$ cat src/rtl/lsu_pkg.sv
// Package shared by the load/store unit.
// Holds the RV32I funct3 codes for loads/stores, the access-size field
// encoding (funct3[1:0]) and the FSM state type.
package lsu_pkg;

  // RV32I load/store funct3 codes (stores use only B/H/W)
  localparam logic [2:0] F3_B  = 3'b000;
  localparam logic [2:0] F3_H  = 3'b001;
  localparam logic [2:0] F3_W  = 3'b010;
  localparam logic [2:0] F3_BU = 3'b100;
  localparam logic [2:0] F3_HU = 3'b101;

  // funct3[1:0] carries the access size
  localparam logic [1:0] SZ_BYTE = 2'b00;
  localparam logic [1:0] SZ_HALF = 2'b01;
  localparam logic [1:0] SZ_WORD = 2'b10;

  typedef enum logic [2:0] {
    ST_IDLE     = 3'd0,
    ST_RD_ISSUE = 3'd1,
    ST_RD_DATA  = 3'd2,
    ST_WR       = 3'd3,
    ST_RESP     = 3'd4
  } lsu_state_t;

endpackage

$ cat src/rtl/lsu_data_align.sv
// Combinational byte-lane steering for the load/store unit.
//   extract: picks the byte/halfword at 'offset' out of 'rdata' and sign- or
//            zero-extends it according to 'funct3' (word passes through).
//   merge:   overlays the low byte/halfword of 'wdata' onto 'rdata' at lane
//            'offset' (word replaces everything) for read-modify-write stores.
// Ports:
//   rdata      in  32  word read from memory
//   wdata      in  32  right-aligned store data
//   offset     in  2   byte offset inside the word (already aligned for size)
//   funct3     in  3   RV32I funct3 of the access
//   load_data  out 32  extended load result
//   merge_data out 32  word to write back
module lsu_data_align
  import lsu_pkg::*;
(
  input  logic [31:0] rdata,
  input  logic [31:0] wdata,
  input  logic [1:0]  offset,
  input  logic [2:0]  funct3,
  output logic [31:0] load_data,
  output logic [31:0] merge_data
);

  logic [7:0]  rbyte [4];
  logic [7:0]  sel_byte;
  logic [15:0] sel_half;

  genvar gi;
  generate
    for (gi = 0; gi < 4; gi++) begin : g_lane
      logic       lane_en;
      logic [7:0] lane_src;

      assign rbyte[gi] = rdata[8*gi +: 8];

      // Each lane decides whether the store covers it and which store byte
      // lands there: a byte store always sources wdata[7:0], a halfword store
      // sources the low or high byte of wdata[15:0] by lane parity.
      always_comb begin
        lane_en  = 1'b0;
        lane_src = wdata[8*gi +: 8];
        case (funct3[1:0])
          SZ_BYTE: begin
            lane_en  = (offset == 2'(gi));
            lane_src = wdata[7:0];
          end
          SZ_HALF: begin
            lane_en  = (offset[1] == 1'(gi / 2));
            lane_src = wdata[8*(gi % 2) +: 8];
          end
          default: begin
            lane_en  = 1'b1;
            lane_src = wdata[8*gi +: 8];
          end
        endcase
      end

      assign merge_data[8*gi +: 8] = lane_en ? lane_src : rbyte[gi];
    end
  endgenerate

  always_comb begin
    sel_byte = rbyte[offset];
    sel_half = offset[1] ? rdata[31:16] : rdata[15:0];
    case (funct3)
      F3_B:    load_data = {{24{sel_byte[7]}}, sel_byte};
      F3_BU:   load_data = {24'h0, sel_byte};
      F3_H:    load_data = {{16{sel_half[15]}}, sel_half};
      F3_HU:   load_data = {16'h0, sel_half};
      default: load_data = rdata;
    endcase
  end

endmodule

$ cat src/rtl/load_store_unit.sv
// Load/store unit between a single-cycle core and a word-addressed data
// memory with clk-synchronous write and registered (1-cycle) read.
// Byte/halfword stores are done as read-modify-write; word stores write
// directly. Loads return sign/zero-extended data.
//
// Build option: LSU_MISALIGN_TRAP_EN
//   defined   - misaligned LH/LHU/SH/LW/SW complete with resp_err and no access
//   undefined - low address bits are forced to natural alignment
//
// Ports:
//   clk, rst                 clock, synchronous active-high reset
//   req_valid/req_ready      request handshake (ready only in IDLE)
//   req_we, req_funct3       store flag, RV32I size/sign code
//   req_addr, req_wdata      byte address, right-aligned store data
//   resp_valid               one-cycle completion pulse
//   resp_rdata, resp_err     load result (0 for stores/errors), error flag
//   mem_we, mem_addr         memory write enable, word index
//   mem_wdata, mem_rdata     memory write word, read word (1 cycle later)
module load_store_unit
  import lsu_pkg::*;
#(
  parameter int ADDR_WIDTH = 32,
  parameter int DATA_WIDTH = 32
) (
  input  logic                  clk,
  input  logic                  rst,
  input  logic                  req_valid,
  output logic                  req_ready,
  input  logic                  req_we,
  input  logic [2:0]            req_funct3,
  input  logic [ADDR_WIDTH-1:0] req_addr,
  input  logic [DATA_WIDTH-1:0] req_wdata,
  output logic                  resp_valid,
  output logic [DATA_WIDTH-1:0] resp_rdata,
  output logic                  resp_err,
  output logic                  mem_we,
  output logic [ADDR_WIDTH-3:0] mem_addr,
  output logic [DATA_WIDTH-1:0] mem_wdata,
  input  logic [DATA_WIDTH-1:0] mem_rdata
);

  lsu_state_t state_reg, state_next;

  // Request fields latched on accept
  logic                  we_reg;
  logic [2:0]            funct3_reg;
  logic [1:0]            off_reg;
  logic [DATA_WIDTH-1:0] wdata_reg;
  logic                  err_reg;

  logic [DATA_WIDTH-1:0] resp_rdata_reg;
  logic [ADDR_WIDTH-3:0] mem_addr_reg;
  logic [DATA_WIDTH-1:0] mem_wdata_reg;

  logic                  accept;
  logic                  f3_illegal;
  logic                  misalign;
  logic                  req_err;
  logic                  req_is_sw;
  logic [1:0]            aligned_off;
  logic [DATA_WIDTH-1:0] load_data;
  logic [DATA_WIDTH-1:0] merge_data;

  assign req_ready  = (state_reg == ST_IDLE);
  assign accept     = req_valid && req_ready;
  assign resp_valid = (state_reg == ST_RESP);
  // A WR cycle that coincides with reset must not reach the memory.
  assign mem_we     = (state_reg == ST_WR) && !rst;
  assign resp_rdata = resp_rdata_reg;
  assign resp_err   = err_reg;
  assign mem_addr   = mem_addr_reg;
  assign mem_wdata  = mem_wdata_reg;
  assign req_is_sw  = req_we && (req_funct3 == F3_W);

  // Legal codes: loads B/H/W/BU/HU, stores B/H/W only.
  always_comb begin
    f3_illegal = 1'b1;
    case (req_funct3)
      F3_B, F3_H, F3_W: f3_illegal = 1'b0;
      F3_BU, F3_HU:     f3_illegal = req_we;
      default:          f3_illegal = 1'b1;
    endcase
  end

  always_comb begin
    misalign    = 1'b0;
    aligned_off = req_addr[1:0];
`ifdef LSU_MISALIGN_TRAP_EN
    case (req_funct3[1:0])
      SZ_HALF: misalign = req_addr[0];
      SZ_WORD: misalign = (req_addr[1:0] != 2'b00);
      default: misalign = 1'b0;
    endcase
`else
    case (req_funct3[1:0])
      SZ_HALF: aligned_off = {req_addr[1], 1'b0};
      SZ_WORD: aligned_off = 2'b00;
      default: aligned_off = req_addr[1:0];
    endcase
`endif
  end

  assign req_err = f3_illegal || misalign;

  lsu_data_align u_align (
    .rdata      (mem_rdata),
    .wdata      (wdata_reg),
    .offset     (off_reg),
    .funct3     (funct3_reg),
    .load_data  (load_data),
    .merge_data (merge_data)
  );

  always_comb begin
    state_next = state_reg;
    case (state_reg)
      ST_IDLE: begin
        if (accept) begin
          if (req_err)        state_next = ST_RESP;
          else if (req_is_sw) state_next = ST_WR;
          else                state_next = ST_RD_ISSUE;
        end
      end
      ST_RD_ISSUE: state_next = ST_RD_DATA;
      // Only sub-word stores pass through RD_DATA besides loads.
      ST_RD_DATA:  state_next = we_reg ? ST_WR : ST_RESP;
      ST_WR:       state_next = ST_RESP;
      ST_RESP:     state_next = ST_IDLE;
      default:     state_next = ST_IDLE;
    endcase
  end

  always_ff @(posedge clk) begin
    if (rst) begin
      state_reg      <= ST_IDLE;
      we_reg         <= 1'b0;
      funct3_reg     <= 3'b000;
      off_reg        <= 2'b00;
      wdata_reg      <= '0;
      err_reg        <= 1'b0;
      resp_rdata_reg <= '0;
      mem_addr_reg   <= '0;
      mem_wdata_reg  <= '0;
    end else begin
      state_reg <= state_next;
      case (state_reg)
        ST_IDLE: begin
          if (accept) begin
            we_reg     <= req_we;
            funct3_reg <= req_funct3;
            off_reg    <= aligned_off;
            wdata_reg  <= req_wdata;
            err_reg    <= req_err;
            if (req_err) begin
              // Error response carries no data; memory outputs stay put.
              resp_rdata_reg <= '0;
            end else begin
              mem_addr_reg <= req_addr[ADDR_WIDTH-1:2];
              // A word store goes straight to WR next cycle, so its write
              // word must be in place already.
              if (req_is_sw) mem_wdata_reg <= req_wdata;
            end
          end
        end
        ST_RD_DATA: begin
          if (we_reg) mem_wdata_reg  <= merge_data;
          else        resp_rdata_reg <= load_data;
        end
        ST_WR:   resp_rdata_reg <= '0;
        ST_RESP: err_reg        <= 1'b0;
        default: ;
      endcase
    end
  end

endmodule

$ cat config.mk
export PLATFORM = sky130hd
export DESIGN_NAME = load_store_unit
export DESIGN_NICKNAME = d
export VERILOG_FILES = /design/src/rtl/lsu_pkg.sv /design/src/rtl/lsu_data_align.sv /design/src/rtl/load_store_unit.sv
export SDC_FILE = /design/constraint.sdc
export NUM_CORES = 1
export LEC_CHECK = 0
export BUFFER_PORTS_ARGS = -buffer_cell sky130_fd_sc_hd__buf_4
export CAP_MARGIN = 20
export CORE_MARGIN = 3
export CORE_UTILIZATION = 39
export CTS_CLUSTER_DIAMETER = 40
export DETAILED_ROUTE_END_ITERATION = 8
export HOLD_SLACK_MARGIN = 0.02
export PLACE_DENSITY = 0.65
export SETUP_SLACK_MARGIN = 0.4
export SLEW_MARGIN = 20
export SYNTH_ARGS = -nofsm -noshare
export SYNTH_HDL_FRONTEND = slang
export SYNTH_SLANG_ARGS = --single-unit
$ cat constraint.sdc
create_clock -name clk -period 1.8 [get_ports clk]
set_input_delay 0.18 -clock clk [delete_from_list [all_inputs] [get_ports clk]]
set_output_delay 0.18 -clock clk [all_outputs]
set_load 0.01 [all_outputs]
==> reports/summary.txt <==
First-pass GRT wire length - 37.0 mm
NumNets Final - 1183
Post-synthesis sequential area ratio - 42.1%
Unrepaired setup endpoints after global routing - true
Area share of the leading cell type in the synthesized netlist - 42.1%
Setup violators final - 0
Pin count of the biggest net entering global routing - 44
Ys async rst share - 0%
ANT nets after route - 0
Hold slack - 0.0248 ns
Area Growth Syn to Fin - 78.5%
Synth top cells by count - nand2_1 (154), dfxtp_1 (136), a21oi_1 (109), mux2i_1 (39), clkbuf_1 (34)
Run status - complete, no violations
Delay of the slowest critical-path stage - 0.38 ns
Crit path max fanout - 7
Share of layout cells above drive strength 1 - 49.2%
Worst reg2reg setup slack - 0.11 ns
Detailed Route WL - 25.6 mm
Cell taking the most area after synthesis - dfxtp_1
Pre-antenna DRT Iters - 5
Synthesized cell area - 0.00646 mm^2
Mapped Avg Cell Area - 8.45 um^2
Endpoint class of the critical path - register
Num CTS Buffers - 17
CTS Buffer Depth - 2
Cells after Synth - 765
Initial core utilization - 40.2%
Cell Rows - 46
DR vias/cell - 5.54
Crit-path slowest cell - dfxtp_4
DP Cell Count - 1156
Final Skew - 0.00684 ns
Leak - 4.68 nW
Switching pwr - 2.54 mW
Clk slew on worst S/H paths - 0.07 ns
Crit path from - state_reg[0]$_SDFFE_PP0N_
Peak supply drop - 716 uV
Register area - 0.00275 mm^2
Finished Cell Area - 0.0115 mm^2
CP delay by family, top - buffers and inverters
Slew headroom - 60.2%
Number of max-cap violations - 0
CP arrival - 2.06 ns
Internal power - 6.65 mW
Req. time, crit path - 2.16 ns
Overflow after GRT - 0
Placed cell areas - 0.00845 mm^2
Core Region - 0.0161 mm^2
Wire per inst - 19.6 um
GRT Total Usage - 25.9%
Share of power burned in registers - 35.3%
Final max-slew violation count - 0
Top-count cell post-synth - nand2_1
H-tree depth - 4
Reg-to-Reg End - mem_addr[23]$_SDFFE_PP0P_
Number of port buffers - 200
Startpoint types - register
Synth top area cells - dfxtp_1 (42%), nand2_1 (8.9%), a21oi_1 (8.4%), mux2i_1 (6.0%), a22o_1 (3.3%)
Measured slew at the worst slew-check pin - 0.597 ns
RD Place Congestion - 0.949
Yosys warns - 0
Setup crit end - mem_addr[23]$_SDFFE_PP0P_
FF-to-FF Start - state_reg[0]$_SDFFE_PP0N_
Clock power share - 42.4%
FILL cells - 1141
Ys flop type - dfxtp_1
Footprint of the multi-input gates - 0.00434 mm^2
Latest clock arrival within the worst-skew pair - 0.44 ns
Drt drc - 0
Post-synthesis sequential element count - 136
Fmax - 0.591 GHz
CTS Root Cell - clkbuf_16
Min Tclk post-route - 1.69 ns
Fin crit share - 94.0%
Fin util - 71.8%
Finished Layout Cells - 1306
CP Buf/Inv Count - 4
Cell variety after synth - 53
Number of synthesized flops with an enable pin - 0
DR vias - 7239
Initial detailed-routing violation count - 440
Die Ht - 135 um
TritonCTS clock tree - done
Comb power frac - 22.3%
CP cell instances - nor4b_4, buf_4, buf_6, and2_4, buf_4, buf_16, nand2_1, a21oi_2
Critical Path Stages - 8
Sink Count - 136
Hold Crit Class - in -> reg
Die W - 135 um
R2R cell count - 8
P per Cell Area - 797 mW/mm^2
Crit path kind - reg -> reg
# diodes - 0
Syn nets - 871
Most common cell on crit path - buf_4
Vias in the first global route - 6868
IO Pins - 201
Initial antenna violation count - 1
Switching portion of total power - 27.7%
Die ar. - 0.0181 mm^2
Final HPWL DP - 15.7 mm
Worst Hold Path Cells - 3
Hold Fails Final Rpt - 0
cell type report:
class | instances | share of cell area, %
inverter | 10 | 0.369
sequential | 136 | 23.8
tap | 216 | 2.34
multi-input combinational | 552 | 37.6
clock inverter | 15 | 1.95
timing repair buffer | 360 | 30.2
clock buffer | 17 | 3.69
power groups by stage:
stage | sequential, mW | clock, mW | combinational (mW)
2_1_floorplan | 3.29 | 0 | 0.723
3_3_place_gp | 3.30 | 0 | 1.31
3_5_place_dp | 3.30 | 0 | 1.31
4_1_cts | 3.24 | 3.94 | 1.70
5_1_grt | 3.26 | 4.05 | 2.17
6_report | 3.25 | 3.89 | 2.05
repair_timing:
| item | in CTS | in global routing |
|---|---|---|
| hold buffers | 64 | 0 |
| setup buffers | 23 | 14 |
| pin swaps | 41 | 83 |
| endpoints found under the setup margin | 127 | 136 |
| resized for setup | 106 | 147 |
| gates cloned | 7 | 10 |
| endpoints found under the hold margin | 64 | 0 |
worst reg2reg max path, stage by stage (launching register included):
cell     delay, ns
dfxtp_4       0.38
nor4b_4       0.31
buf_4         0.19
buf_6         0.11
and2_4        0.16
buf_4         0.14
buf_16        0.11
nand2_1       0.08
a21oi_2       0.16
kinds of logic (layout without fill, tap and decap cells):
| family | count (synthesis) | after routing | share of synthesized area (%) |
|---|---|---|---|
| simple gates | 255 | 255 | 18.2 |
| buf+inv | 77 | 402 | 5.50 |
| compound gates | 245 | 245 | 25.4 |
| fa+ha+maj | 3 | 3 | 0.581 |
| flops | 136 | 136 | 42.1 |
| mux | 49 | 49 | 8.13 |
cells in the final DEF (no fill, tap or decap), drive strengths merged, types with 11 or more instances in the layout:
cell type,instances
a211oi,24
a21o,16
a21oi,111
a22o,24
a22oi,17
buf,286
clkbuf,27
dfxtp,136
dlygate4sd3,64
inv,12
mux2i,39
nand2,155
nand2b,19
nor2,36
nor3,23
o21ai,11
through the flow:
step           setup WS (ns)  power [mW]  TNS [ns]
5_1_grt               0.0319        9.47         0
3_5_place_dp        -0.00598        4.61  -0.00598
2_1_floorplan          0.256        4.01         0
3_3_place_gp         0.00278        4.61         0
6_report               0.108        9.19         0
4_1_cts                0.194        8.88         0
how the worst min path moves through the flow:
stage                  start                         end
2_1_floorplan  req_wdata[16]  wdata_reg[16]$_SDFFE_PP0P_
3_3_place_gp    req_addr[18]   mem_addr[16]$_SDFFE_PP0P_
3_5_place_dp     req_addr[6]    mem_addr[4]$_SDFFE_PP0P_
4_1_cts                  rst   mem_addr[13]$_SDFFE_PP0P_
5_1_grt        req_funct3[1]  funct3_reg[1]$_SDFFE_PP0P_
6_report       req_funct3[1]  funct3_reg[1]$_SDFFE_PP0P_
routing by layer:
metal,wire [um],up-vias,global-route usage (%)
met3,2110,53,6.45
met4,692,0,9.05
met5,0,-,0
met2,12300,338,42.0
li1,-,3355,-
met1,10500,3493,33.8
Note: power is estimated with default switching activity, not from simulation.
